### config.mk
export PLATFORM = sky130hd
export DESIGN_NAME = load_store_unit
export DESIGN_NICKNAME = d
export VERILOG_FILES = /design/src/rtl/load_store_unit.sv
export SDC_FILE = /design/constraint.sdc
export NUM_CORES = 1
export LEC_CHECK = 0
export BUFFER_PORTS_ARGS = -buffer_cell sky130_fd_sc_hd__buf_2
export CAP_MARGIN = 20
export CORE_MARGIN = 3
export CORE_UTILIZATION = 42
export DETAILED_ROUTE_END_ITERATION = 8
export GPL_TIMING_DRIVEN = 0
export PLACE_DENSITY = 0.81
export SETUP_SLACK_MARGIN = 0.2
export SLEW_MARGIN = 5
export SYNTH_ARGS = -nofsm -noshare
export SYNTH_HDL_FRONTEND = slang
export SYNTH_SLANG_ARGS = --single-unit
### constraint.sdc
create_clock -name clk -period 4.2 [get_ports clk]
set_input_delay 1.05 -clock clk [delete_from_list [all_inputs] [get_ports clk]]
set_output_delay 1.05 -clock clk [all_outputs]
set_load 0.02 [all_outputs]
### src/rtl/load_store_unit.sv
// load_store_unit: memory-access stage between the ALU and a single-port
// data memory. Runs one req/ack transaction per load or store, steers
// store bytes onto the correct lanes, extends load data, and flags
// misaligned or illegal accesses without issuing a memory request.
module load_store_unit #(
    parameter int DATA_WIDTH = 32,
    parameter int ADDR_WIDTH = 9
) (
    input  logic                  clk,
    input  logic                  reset,
    input  logic                  MemRead,
    input  logic                  MemWrite,
    input  logic [2:0]            Funct3,
    input  logic [DATA_WIDTH-1:0] ALUResult,
    input  logic [DATA_WIDTH-1:0] StoreData,
    output logic                  Stall,
    output logic [DATA_WIDTH-1:0] LoadData,
    output logic                  LoadValid,
    output logic                  Fault,
    output logic                  mem_req,
    output logic                  mem_we,
    output logic [ADDR_WIDTH-1:0] mem_addr,
    output logic [DATA_WIDTH-1:0] mem_wdata,
    output logic [3:0]            mem_be,
    input  logic                  mem_ack,
    input  logic [DATA_WIDTH-1:0] mem_rdata
);

    typedef enum logic [1:0] {
        IDLE = 2'd0,
        BUSY = 2'd1,
        DONE = 2'd2
    } state_t;

    state_t state;

    // Latched copy of the accepted access, needed to extend the load result
    logic [2:0] lat_funct3;
    logic [1:0] lat_offset;
    logic       lat_load;

    // Decode of the incoming access
    logic                  access;
    logic                  is_store;
    logic                  funct3_legal;
    logic                  misaligned;
    logic                  accept;
    logic                  fault_detect;
    logic [3:0]            req_be;
    logic [DATA_WIDTH-1:0] req_wdata;
    logic [DATA_WIDTH-1:0] load_ext;
    logic [7:0]            byte_lane;
    logic [15:0]           half_lane;

    // Address bits above the word address are intentionally ignored
    logic unused_addr_bits;
    assign unused_addr_bits = ^ALUResult[DATA_WIDTH-1:ADDR_WIDTH+2];

    // Classify the current access: legality, alignment and store lane steering
    always_comb begin
        access       = MemRead | MemWrite;
        is_store     = MemWrite;
        funct3_legal = 1'b0;
        misaligned   = 1'b0;
        req_be       = 4'b1111;
        req_wdata    = '0;

        case (Funct3)
            3'b000, 3'b001, 3'b010: funct3_legal = 1'b1;
            3'b100, 3'b101:         funct3_legal = ~is_store;
            default:                funct3_legal = 1'b0;
        endcase

        case (Funct3[1:0])
            2'b01:   misaligned = ALUResult[0];
            2'b10:   misaligned = (ALUResult[1:0] != 2'b00);
            default: misaligned = 1'b0;
        endcase

        if (is_store) begin
            case (Funct3[1:0])
                2'b00: begin
                    req_be    = 4'b0001 << ALUResult[1:0];
                    req_wdata = {4{StoreData[7:0]}};
                end
                2'b01: begin
                    req_be    = ALUResult[1] ? 4'b1100 : 4'b0011;
                    req_wdata = {2{StoreData[15:0]}};
                end
                default: begin
                    req_be    = 4'b1111;
                    req_wdata = StoreData;
                end
            endcase
        end

        accept       = access & funct3_legal & ~misaligned;
        fault_detect = access & ~(funct3_legal & ~misaligned);
    end

    // Pick the addressed lane out of the returned word and extend it
    always_comb begin
        case (lat_offset)
            2'd0:    byte_lane = mem_rdata[7:0];
            2'd1:    byte_lane = mem_rdata[15:8];
            2'd2:    byte_lane = mem_rdata[23:16];
            default: byte_lane = mem_rdata[31:24];
        endcase
        half_lane = lat_offset[1] ? mem_rdata[31:16] : mem_rdata[15:0];

        case (lat_funct3)
            3'b000:  load_ext = {{(DATA_WIDTH-8){byte_lane[7]}}, byte_lane};
            3'b001:  load_ext = {{(DATA_WIDTH-16){half_lane[15]}}, half_lane};
            3'b100:  load_ext = {{(DATA_WIDTH-8){1'b0}}, byte_lane};
            3'b101:  load_ext = {{(DATA_WIDTH-16){1'b0}}, half_lane};
            default: load_ext = mem_rdata;
        endcase
    end

    // Stall is gated by reset so every output reads 0 while reset is held,
    // even if the pipeline is still presenting an access
    assign Stall = reset & (((state == IDLE) & accept) | (state == BUSY));

    // Transaction FSM with registered memory request and status outputs
    always_ff @(posedge clk or negedge reset) begin
        if (!reset) begin
            state      <= IDLE;
            mem_req    <= 1'b0;
            mem_we     <= 1'b0;
            mem_addr   <= '0;
            mem_wdata  <= '0;
            mem_be     <= 4'b0000;
            LoadData   <= '0;
            LoadValid  <= 1'b0;
            Fault      <= 1'b0;
            lat_funct3 <= 3'b000;
            lat_offset <= 2'b00;
            lat_load   <= 1'b0;
        end else begin
            Fault     <= 1'b0;
            LoadValid <= 1'b0;
            case (state)
                IDLE: begin
                    if (accept) begin
                        state      <= BUSY;
                        mem_req    <= 1'b1;
                        mem_we     <= is_store;
                        mem_addr   <= ALUResult[ADDR_WIDTH+1:2];
                        mem_wdata  <= req_wdata;
                        mem_be     <= req_be;
                        lat_funct3 <= Funct3;
                        lat_offset <= ALUResult[1:0];
                        lat_load   <= ~is_store;
                    end else if (fault_detect) begin
                        Fault <= 1'b1;
                    end
                end
                BUSY: begin
                    if (mem_ack) begin
                        state     <= DONE;
                        mem_req   <= 1'b0;
                        mem_we    <= 1'b0;
                        LoadValid <= lat_load;
                        if (lat_load) begin
                            LoadData <= load_ext;
                        end
                    end
                end
                DONE: begin
                    state <= IDLE;
                end
                default: begin
                    state <= IDLE;
                end
            endcase
        end
    end

endmodule

## Yosys cells after proc, flatten, opt, wreduce, memory -nomap -nowiden

Cells that the tools add are included.

- Memories: 0
- Bits in read-only memories: 0
- Register bits: 89
- Latch bits: 0
- Output and inout port bits: 82
- RAM bits: 0
- Input port bits: 104

- Bitwise gates (word level): 11
- Add/subtract/negate cells: 0
- Divide/modulo/power cells: 0
- Multiplexer cells: 23
- Reductions and logical operators: 13
- Multiply operators: 0
- Magnitude comparators: 0
- Shift operators: 1
- Eq/ne operators: 14

Operators by type and width:

| cell | number |
|---|---|
| $pmux 32 s4 | 1 |
| $pmux 32 s2 | 1 |
| $mux 32 | 1 |
| $pmux 8 s3 | 1 |
| $mux 16 | 1 |
| $eq 3x3->1 const B | 4 |
| $mux 1 | 8 |
| $mux 4 | 2 |
| $pmux 1 s2 | 4 |
| $pmux 4 s2 | 1 |
| $and 1x1->1 | 6 |
| $eq 2x1->1 const B | 3 |
| $eq 3x1->1 const B | 2 |
| $logic_not 2->1 | 3 |
| $logic_not 3->1 | 2 |
| $reduce_and 3->1 | 2 |
| $eq 2x2->1 const B | 2 |
| $mux 2 | 2 |
| $ne 2x2->1 const B | 2 |
| $pmux 2 s2 | 1 |
| $reduce_and 2->1 | 2 |
| $reduce_bool 2->1 | 2 |
| $shl 1x2->4 const A | 1 |
| $eq 3x2->1 const B | 1 |
| other kinds (4) | 7 |

## Depth between registers and ports, before layout

Gate-level depths: netlist of the first run.

- Depth in word-level cells: 9
- Gate-level depth with buffers: 9

## Worst setup path after synthesis of the first run

OpenSTA, ideal clock, no wires.

- Kind: input to output
- Start: input port Funct3[0]
- End: output port Stall
- Cell stages on the path: 8
- Arrival: 2.621 ns
- Required time: 3.150 ns
- Setup slack: 0.529 ns
- Path through: inv_1 > ha_1 > buf_2 > nor3_1 > o22ai_1 > nand3_2 > buf_2 > a21boi_0

- Longest elaborated chain between the ends: 8

RTL lines:

| item | line | RTL |
|---|---|---|
| start: declaration | 13 | `input logic [2:0] Funct3,` |
| $eq 3x1->1 (tied with other cells) | 68 | `case (Funct3)` |
| $reduce_or 3->1 or $reduce_or 2->1 (tied branches) | 68 |  |
| $pmux 1 s2 | 68 |  |
| $and 1x1->1 | 97 | `accept = access & funct3_legal & ~misaligned;` |
| $and 1x1->1 * | 97 |  |
| $and 1x1->1 * | 122 | `assign Stall = reset & (((state == IDLE) & accept) \| (state == BUSY));` |
| $or 1x1->1 * | 122 |  |
| $and 1x1->1 * | 122 |  |
| end: declaration | 16 | `output logic Stall,` |

Mark *: on every way between the ends. The rest lies on a longest branch, timed or not.

## Worst setup path after layout of the first run

Same ends and word-level chain as after synthesis.

==> results.rst, run 1 <==
.. list-table::
   :header-rows: 1

   * - Metric
     - Value
   * - Maximum number of buffers from clock root to sink
     - 2
   * - Number of antenna violations at the first check in global routing
     - 0
   * - Fin Setup TNS
     - 0 ns
   * - CP required
     - ~3.2 ns
   * - Launching element type of the critical path
     - primary input
   * - Final Skew
     - roughly 0.0095 ns
   * - Clock tree root buffer cell
     - sky130_fd_sc_hd__clkbuf_8
   * - Crit-path most repeated cell
     - sky130_fd_sc_hd__buf_2
   * - Max Cap Viol
     - 0
   * - Final routed wirelength across all metal layers
     - 13.0 mm
   * - Syn avg cell area
     - a little under 10 um^2
   * - Family of cells with the greatest summed delay on the critical path
     - buffers and inverters
   * - Final cell utilization of the core
     - 0.569
   * - Setup repair after global routing missed its margin
     - false
   * - Clock insertion delay at the later pin of the skew report
     - between 0.3 and 0.4 ns
   * - Site Rows
     - 36
   * - CTS H-tree lvls
     - 3
   * - Chip height
     - ~110 um
   * - Clock slew at the register clock pins of the worst setup and hold paths
     - 0.10 ns
   * - Crit share post-route
     - 0.910
   * - Number of warnings reported in the yosys synthesis log
     - 0
   * - Top layer reached by signal wires
     - met4
   * - Standard cell core area
     - ~10000 um^2
   * - Seq/Total Area, Yosys
     - 0.506
   * - Amount of wire on met2 after detailed routing
     - ~6.1 mm
   * - Total global routing overflow
     - 0
   * - Routability congestion estimate from global placement
     - between 0.9 and 1
   * - Die footprint
     - around 12000 um^2
   * - Result of the run
     - finished, final reports clean
   * - Endpoints failing setup
     - 0
   * - Avg WL per Cell
     - approximately 17 um
   * - Via count
     - 4084
   * - CP Capture Type
     - primary output
   * - Layout net count
     - around 730
   * - Number of cells traversed by the worst register-to-register path
     - 5
   * - Number of port buffers
     - 164
   * - Maximum number of pins on one net before global-route repair
     - 52
   * - Worst slew margin relative to its limit
     - 0.632
   * - Pwr Density
     - about 660 nW/um^2
   * - Leakage power of the design
     - around 0.0030 uW
   * - Final critical delay including setup and external delays
     - 3.82 ns
   * - Ordered list of cells on the worst path
     - buf_2 -> inv_1 -> ha_1 -> buf_2 -> nor3_1 -> o22ai_1 -> nand3_2 -> buf_2 -> a21boi_0 -> buf_2
   * - Wire length of the first global-routing pass
     - between 20 and 25 mm
   * - Instance count along the most critical hold path
     - 2
   * - Chip width
     - 108 um
   * - Worst Path Buf+Inv
     - 5
   * - Hold Crit Class
     - reg2reg
   * - Detailed router's first-iteration violation count
     - around 320
   * - Layout cell share with drive strength beyond 1
     - 0.394
   * - Cell area after synthesis
     - 4400 um^2
   * - Starting Density
     - 0.440
   * - Count of clock tree sinks
     - 89
   * - WL met3
     - around 1.4 mm
   * - Number of different library cells in the post-synthesis netlist
     - 32
   * - GRT Overall Usage
     - 0.221
   * - Top-Level Pins
     - between 150 and 200
   * - Met1 Wirelength
     - between 5 and 6 mm
   * - Via count of the first global-routing pass
     - 4159
   * - Worst-path cell with the longest stage delay
     - sky130_fd_sc_hd__buf_2
   * - Mapped Cells
     - 447
   * - Detailed-placement wirelength estimate
     - 10.0 mm
   * - Maximum net fanout on the critical path
     - 10
   * - Antenna Violating Nets Remaining
     - 0
   * - Hold-fix buffer count after cts
     - 0
   * - Area growth syn-to-layout
     - 29.2%
   * - Antenna Cells
     - 0
   * - Total clock buffers created by CTS
     - 9
   * - Maximum VDD drop
     - approximately 0.00037 V
   * - Arrival time of data at the critical path endpoint
     - between 2 and 3 ns
   * - Delay of the slowest cell on the worst path
     - around 0.24 ns
   * - Syn nets
     - about 550
   * - Max-slew violations
     - 0
   * - Number of detailed-routing iterations run before antenna repair
     - 5
   * - Stages on worst setup path
     - 10
   * - Final Hold Violating Endpoints
     - 0
   * - Routed via count divided by cell count
     - 5.35
   * - Start-to-end type of the worst setup path
     - in2out
   * - Maximum clock frequency
     - 262 MHz
   * - # DRC
     - 0
   * - TritonCTS clock tree
     - yes
   * - Tightest Pin Transition
     - 0.551 ns
   * - Number of flip-flops and latches in the synthesized netlist
     - a little under 90
sequential cells by signal (all words and copies together) (netlist names):
signal      cells
LoadData       32
mem_wdata      32
mem_addr        9
mem_be          4
lat_funct3      3
lat_offset      2
state           2
Fault           1
LoadValid       1
lat_load        1
mem_req         1
mem_we          1
power by group:
group,total (uW),switching (uW),internal (uW)
registers,1390,190,1200
clock network,728,325,403
logic,1660,1020,637
timing repair:
item                       4_1_cts  5_1_grt
resized for setup                1        0
setup endpoints to repair        1        1
buffers inserted                 0        2
routing by layer:
| metal | GRT usage | vias to the layer above |
|---|---|---|
| met5 | 0 | - |
| met2 | 0.378 | 255 |
| met3 | 0.0555 | 30 |
| li1 | - | 1877 |
| met4 | 0.0929 | 0 |
| met1 | 0.262 | 1922 |
final cells by class:
class,count,area [um^2]
plain buffers,28,130
clock buffers,9,124
clock inverters,7,126
fillers,884,4310
inverters,24,90.1
multi-input cells,306,1960
flip-flops and latches,89,2230
well taps,133,166
repair buffers,167,866
synthesized netlist by cell type (all sizes together):
master   n  area [um^2]
inv     23         86.3
a21boi   2         15.0
nand2   60          225
dfrtp   89         2230
a2111o   1         11.3
nor2b    9         56.3
clkinv   1         3.75
nor3     2         10.0
mux2i   18          180
o211ai   4         30.0
o21ai   25          125
mux2    50          563
nand3   33          170
o211a    1         10.0
o21a     1         7.51
or4b     1         10.0
a21oi   35          175
buf     12         70.1
clkbuf  16         60.1
nand4b   1         8.76
a32oi    1         8.76
o22ai    1         6.26
nor2    37          139
mux4     1         22.5
or2      1         6.26
nand2b  10         62.6
a22o     8         70.1
ha       3         37.5
a31oi    1         6.26
worst reg2reg max path, cell delays in order (launching register included):
cell,delay [ns]
sky130_fd_sc_hd__dfrtp_1,0.41
sky130_fd_sc_hd__nand4b_1,0.42
sky130_fd_sc_hd__inv_1,0.29
sky130_fd_sc_hd__clkbuf_1,0.37
sky130_fd_sc_hd__o21ai_0,0.20
sky130_fd_sc_hd__o21ai_0,0.23
worst paths after layout:
| check | startpoint | end | slack [ns] |
|---|---|---|---|
| worst min register to register | mem_req | mem_req | 0.48 |
| worst max-delay path | Funct3[0] | Stall | 0.38 |
| max in group asynchronous | reset | state[1] | 2.88 |
| worst max register to register | state[1] | LoadData[5] | 2.18 |
| worst min-delay path | mem_req | mem_req | 0.48 |
| min in group asynchronous | reset | LoadData[31] | 0.69 |
layout by cell type (no fill, tap or decap), types with 2 or more instances in the layout:
| cell type | synthesis | final |
|---|---|---|
| sky130_fd_sc_hd__o21ai_0 | 25 | 25 |
| sky130_fd_sc_hd__clkbuf_8 | 0 | 9 |
| sky130_fd_sc_hd__mux2i_1 | 18 | 18 |
| sky130_fd_sc_hd__o211ai_1 | 4 | 4 |
| sky130_fd_sc_hd__nand3_1 | 32 | 32 |
| sky130_fd_sc_hd__a21boi_0 | 2 | 2 |
| sky130_fd_sc_hd__nor2b_1 | 9 | 9 |
| sky130_fd_sc_hd__clkbuf_1 | 16 | 16 |
| sky130_fd_sc_hd__buf_6 | 2 | 2 |
| sky130_fd_sc_hd__bufinv_16 | 0 | 3 |
| sky130_fd_sc_hd__nor2_1 | 37 | 36 |
| sky130_fd_sc_hd__buf_2 | 8 | 171 |
| sky130_fd_sc_hd__a22o_1 | 8 | 8 |
| sky130_fd_sc_hd__a21oi_1 | 35 | 35 |
| sky130_fd_sc_hd__inv_1 | 23 | 23 |
| sky130_fd_sc_hd__buf_4 | 0 | 3 |
| sky130_fd_sc_hd__dfrtp_1 | 89 | 89 |
| sky130_fd_sc_hd__nor3_1 | 2 | 2 |
| sky130_fd_sc_hd__mux2_2 | 50 | 50 |
| sky130_fd_sc_hd__ha_1 | 3 | 3 |
| sky130_fd_sc_hd__nand2b_1 | 10 | 10 |
| sky130_fd_sc_hd__nand2_1 | 60 | 60 |
| sky130_fd_sc_hd__buf_1 | 2 | 2 |
through the flow:
| stage | cells | worst slack, ns | hold WS [ns] | total power [uW] | cell area (um^2) |
|---|---|---|---|---|---|
| 6_report | 763 | 0.380 | 0.484 | 3770 | 5690 |
| 5_1_grt | 763 | 0.241 | 0.513 | 4000 | 5690 |
| 3_3_place_gp | 744 | 0.0217 | 0.457 | 2990 | 5390 |
| 4_1_cts | 761 | 0.212 | 0.487 | 3790 | 5670 |
| 3_5_place_dp | 745 | 0.203 | 0.466 | 3060 | 5420 |
| 2_1_floorplan | 447 | 0.529 | 0.479 | 2450 | 4400 |
kinds of logic after synthesis:
group,share of synthesized area
compound gates,0.106
simple gates,0.156
buf+inv,0.0500
flops,0.506
fa+ha+maj,0.00852
mux,0.174
No activity file was read; power rests on OpenSTA's default activity.
==> run 2, diff against run 1 <==
GPL_TIMING_DRIVEN = unset   (was 0)
PLACE_DENSITY = 0.83   (was 0.81)
REMOVE_ABC_BUFFERS = 1   (was unset)
clock period = 3.11 ns   (was 4.2 ns; I/O delays follow)
==> results.rst, run 2 (synthesized netlist as in run 1, its figures left out) <==
.. list-table::
   :header-rows: 1

   * - Metric
     - Value
   * - Result of the run
     - finished, final reports clean
   * - Worst slew margin relative to its limit
     - 0.496 (-0.137)
   * - Leakage power of the design
     - 0.00298 uW (-1.5%)
   * - Switching Power
     - 1990 uW (+30%)
   * - TritonCTS clock tree
     - yes
   * - Number of antenna violations at the first check in global routing
     - 0 (unchanged)
   * - Antenna Cells
     - 0 (unchanged)
   * - Leading cell type in the layout, fill and taps excluded
     - sky130_fd_sc_hd__buf_2
   * - Clock tree root buffer cell
     - sky130_fd_sc_hd__clkbuf_8
   * - # DRC
     - 0 (unchanged)
   * - Final routed wirelength across all metal layers
     - 11.7 mm (-9.7%)
   * - Maximum number of buffers from clock root to sink
     - 2 (unchanged)
   * - Layout cell share with drive strength beyond 1
     - 0.401 (+0.00701)
   * - Hold Crit Class
     - in2async
   * - Final cell utilization of the core
     - 0.557 (-0.0120)
   * - # placed instances
     - 727 (-2.4%)
   * - GRT Overall Usage
     - 0.198 (-0.0229)
   * - Site Rows
     - 36 (unchanged)
   * - Sequential share of power
     - 0.383 (+0.015)
   * - Number of port buffers
     - 164 (unchanged)
   * - Crit share post-route
     - 0.906
   * - Worst Path Buf+Inv
     - 3 (-2)
   * - Switching portion of total power
     - 0.405 (-0.00240)
   * - Final Hold Violating Endpoints
     - 0 (unchanged)
   * - Pwr Density
     - 883 nW/um^2 (+33%)
   * - Fillers
     - 890 (+0.68%)
   * - Area growth syn-to-layout
     - 26.4%
   * - Routability congestion estimate from global placement
     - 0.840 (-9.6%)
   * - Maximum net fanout on the critical path
     - 3 (-7)
   * - Detailed-placement wirelength estimate
     - 8.58 mm (-14%)
   * - Start-to-end type of the worst setup path
     - in2out
   * - Via count
     - 3838 (-6.0%)
   * - Cell area after placement
     - 5350 um^2 (-1.4%)
   * - CP required
     - 2.33 ns (-0.82 ns)
   * - Count of clock tree sinks
     - 89 (unchanged)
   * - Clock slew at the register clock pins of the worst setup and hold paths
     - 0.09 ns (about the same)
   * - Chip width
     - 108 um (unchanged)
   * - Gate power share
     - 0.439 (about the same)
   * - Max-slew violations
     - 0 (unchanged)
   * - Stages on worst setup path
     - 8 (-2)
   * - Proportion of power drawn by the clock network
     - 0.179 (-0.014)
   * - Final critical delay including setup and external delays
     - between 2 and 3 ns
   * - Number of detailed-routing iterations run before antenna repair
     - 5 (unchanged)
   * - Maximum clock frequency
     - around 350 MHz
   * - Top-Level Pins
     - 186 (unchanged)
   * - Total global routing overflow
     - 0 (unchanged)
   * - Reg-to-Reg Start
     - lat_offset[1]
   * - Standard cell core area
     - 10000 um^2 (unchanged)
   * - Die footprint
     - 11800 um^2 (unchanged)
   * - Number of cells traversed by the worst register-to-register path
     - 5 (unchanged)
   * - Detailed router's first-iteration violation count
     - 302 (-5.3%)
   * - Starting Density
     - 0.440 (unchanged)
   * - Wire length of the first global-routing pass
     - 18.5 mm (-9.7%)
   * - Family of cells with the greatest summed delay on the critical path
     - compound AO/OA/AOI/OAI gates
   * - Number of standard cells in the layout, taps in and fillers out
     - 742 (-2.8%)
   * - Antenna Violating Nets Remaining
     - 0 (unchanged)
   * - Chip height
     - 108 um (unchanged)
   * - Worst-path cell with the longest stage delay
     - sky130_fd_sc_hd__ha_2
   * - Least setup slack across all paths after layout
     - 0.293 ns (-0.0875 ns)
   * - Registers with the most flip-flops
     - LoadData (32), mem_wdata (32), mem_addr (9)
   * - Routed via count divided by cell count
     - 5.17 (-3.4%)
   * - CTS H-tree lvls
     - 3 (unchanged)
   * - Tightest Pin Transition
     - 0.756 ns (+0.204 ns)
   * - Buffer count from post-CTS setup fixing
     - 0 (unchanged)
   * - CP Capture Type
     - primary output
   * - Endpoints failing setup
     - 0 (unchanged)
   * - Combined area of the multi-input logic cells
     - 1960 um^2 (unchanged)
   * - Crit path from
     - Funct3[1]
   * - Maximum number of pins on one net before global-route repair
     - 60 (+15%)
   * - Via count of the first global-routing pass
     - 3812 (-8.3%)
   * - Arrival time of data at the critical path endpoint
     - 2.04 ns (-0.73 ns)
   * - Final Skew
     - 0.00874 ns (-0.000740 ns)
   * - Delay of the slowest cell on the worst path
     - 0.28 ns (+0.04 ns)
   * - Setup Slack @ Placement
     - 0.242 ns (+0.0389 ns)
   * - Ordered list of cells on the worst path
     - buf_2 -> inv_1 -> ha_2 -> o211a_1 -> a31oi_1 -> nand3_2 -> a21boi_1 -> buf_4
   * - Setup repair after global routing missed its margin
     - false
   * - Commonest non-fill, non-tap cells in the layout
     - sky130_fd_sc_hd__buf_2, sky130_fd_sc_hd__dfrtp_1, sky130_fd_sc_hd__nand2_1
   * - Max Cap Viol
     - 0 (unchanged)
   * - Final instance area
     - 5570 um^2 (-2.1%)
   * - Launching element type of the critical path
     - primary input
   * - Layout net count
     - 712 (-2.7%)
   * - Total clock buffers created by CTS
     - 9 (unchanged)
   * - Clock insertion delay at the later pin of the skew report
     - 0.36 ns (about the same)
   * - Maximum VDD drop
     - 0.000498 V (+36%)
   * - Avg WL per Cell
     - 15.8 um (-7.1%)
   * - Area used by sequential logic in the layout
     - 2230 um^2 (unchanged)
   * - Setup slack of the worst register-to-register path
     - 1.01 ns (-1.17 ns)
   * - Crit Reg-Reg Endpoint
     - LoadData[20]
   * - Internal portion of total power
     - 2930 uW (+31%)
## run 2: layout make-up
class	count	share of cell area
Sequential cell	89	0.400
Multi-Input combinational cell	306	0.352
Timing Repair Buffer	175	0.163
Tap cell	133	0.0299
Clock buffer	11	0.0254
Inverter	24	0.0162
Clock inverter	4	0.0137
## run 2: timing repair
item | in CTS | in global routing
setup endpoints to repair | 0 | 1
gates resized for setup | 0 | 3
hold buffers | 0 | 0
## run 2: worst max path at each step
stage	to	slack (ns)
after global routing	Stall	0.23
after global placement	Stall	0.31
after floorplan	Stall	-1.01
after CTS	Stall	0.24
after detailed placement	Stall	0.24
final	Stall	0.29
## run 2: stage by stage
step	setup TNS (ns)	hold slack (ns)	total power (uW)
after global placement	0	0.458	4000
final	0	0.447	4920
after CTS	0	0.447	4970
after detailed placement	0	0.467	4080
after floorplan	-3.84	0.479	3250
after global routing	0	0.449	5240
## run 2: routing by layer
layer,vias up,global-route usage,wire [um],part of all wire
li1,1835,-,-,-
met1,1854,0.240,4770,0.41
met2,125,0.342,6050,0.52
met3,24,0.0454,649,0.055
met4,0,0.0748,247,0.021
met5,-,0,0,0
## run 2: power by group through the flow
stage | combinational (uW) | sequential, uW | clock [uW]
6_report | 2160 | 1880 | 878
2_1_floorplan | 784 | 2470 | 0
5_1_grt | 2340 | 1940 | 960
3_3_place_gp | 2120 | 1870 | 0
3_5_place_dp | 2170 | 1910 | 0
4_1_cts | 2180 | 1880 | 903
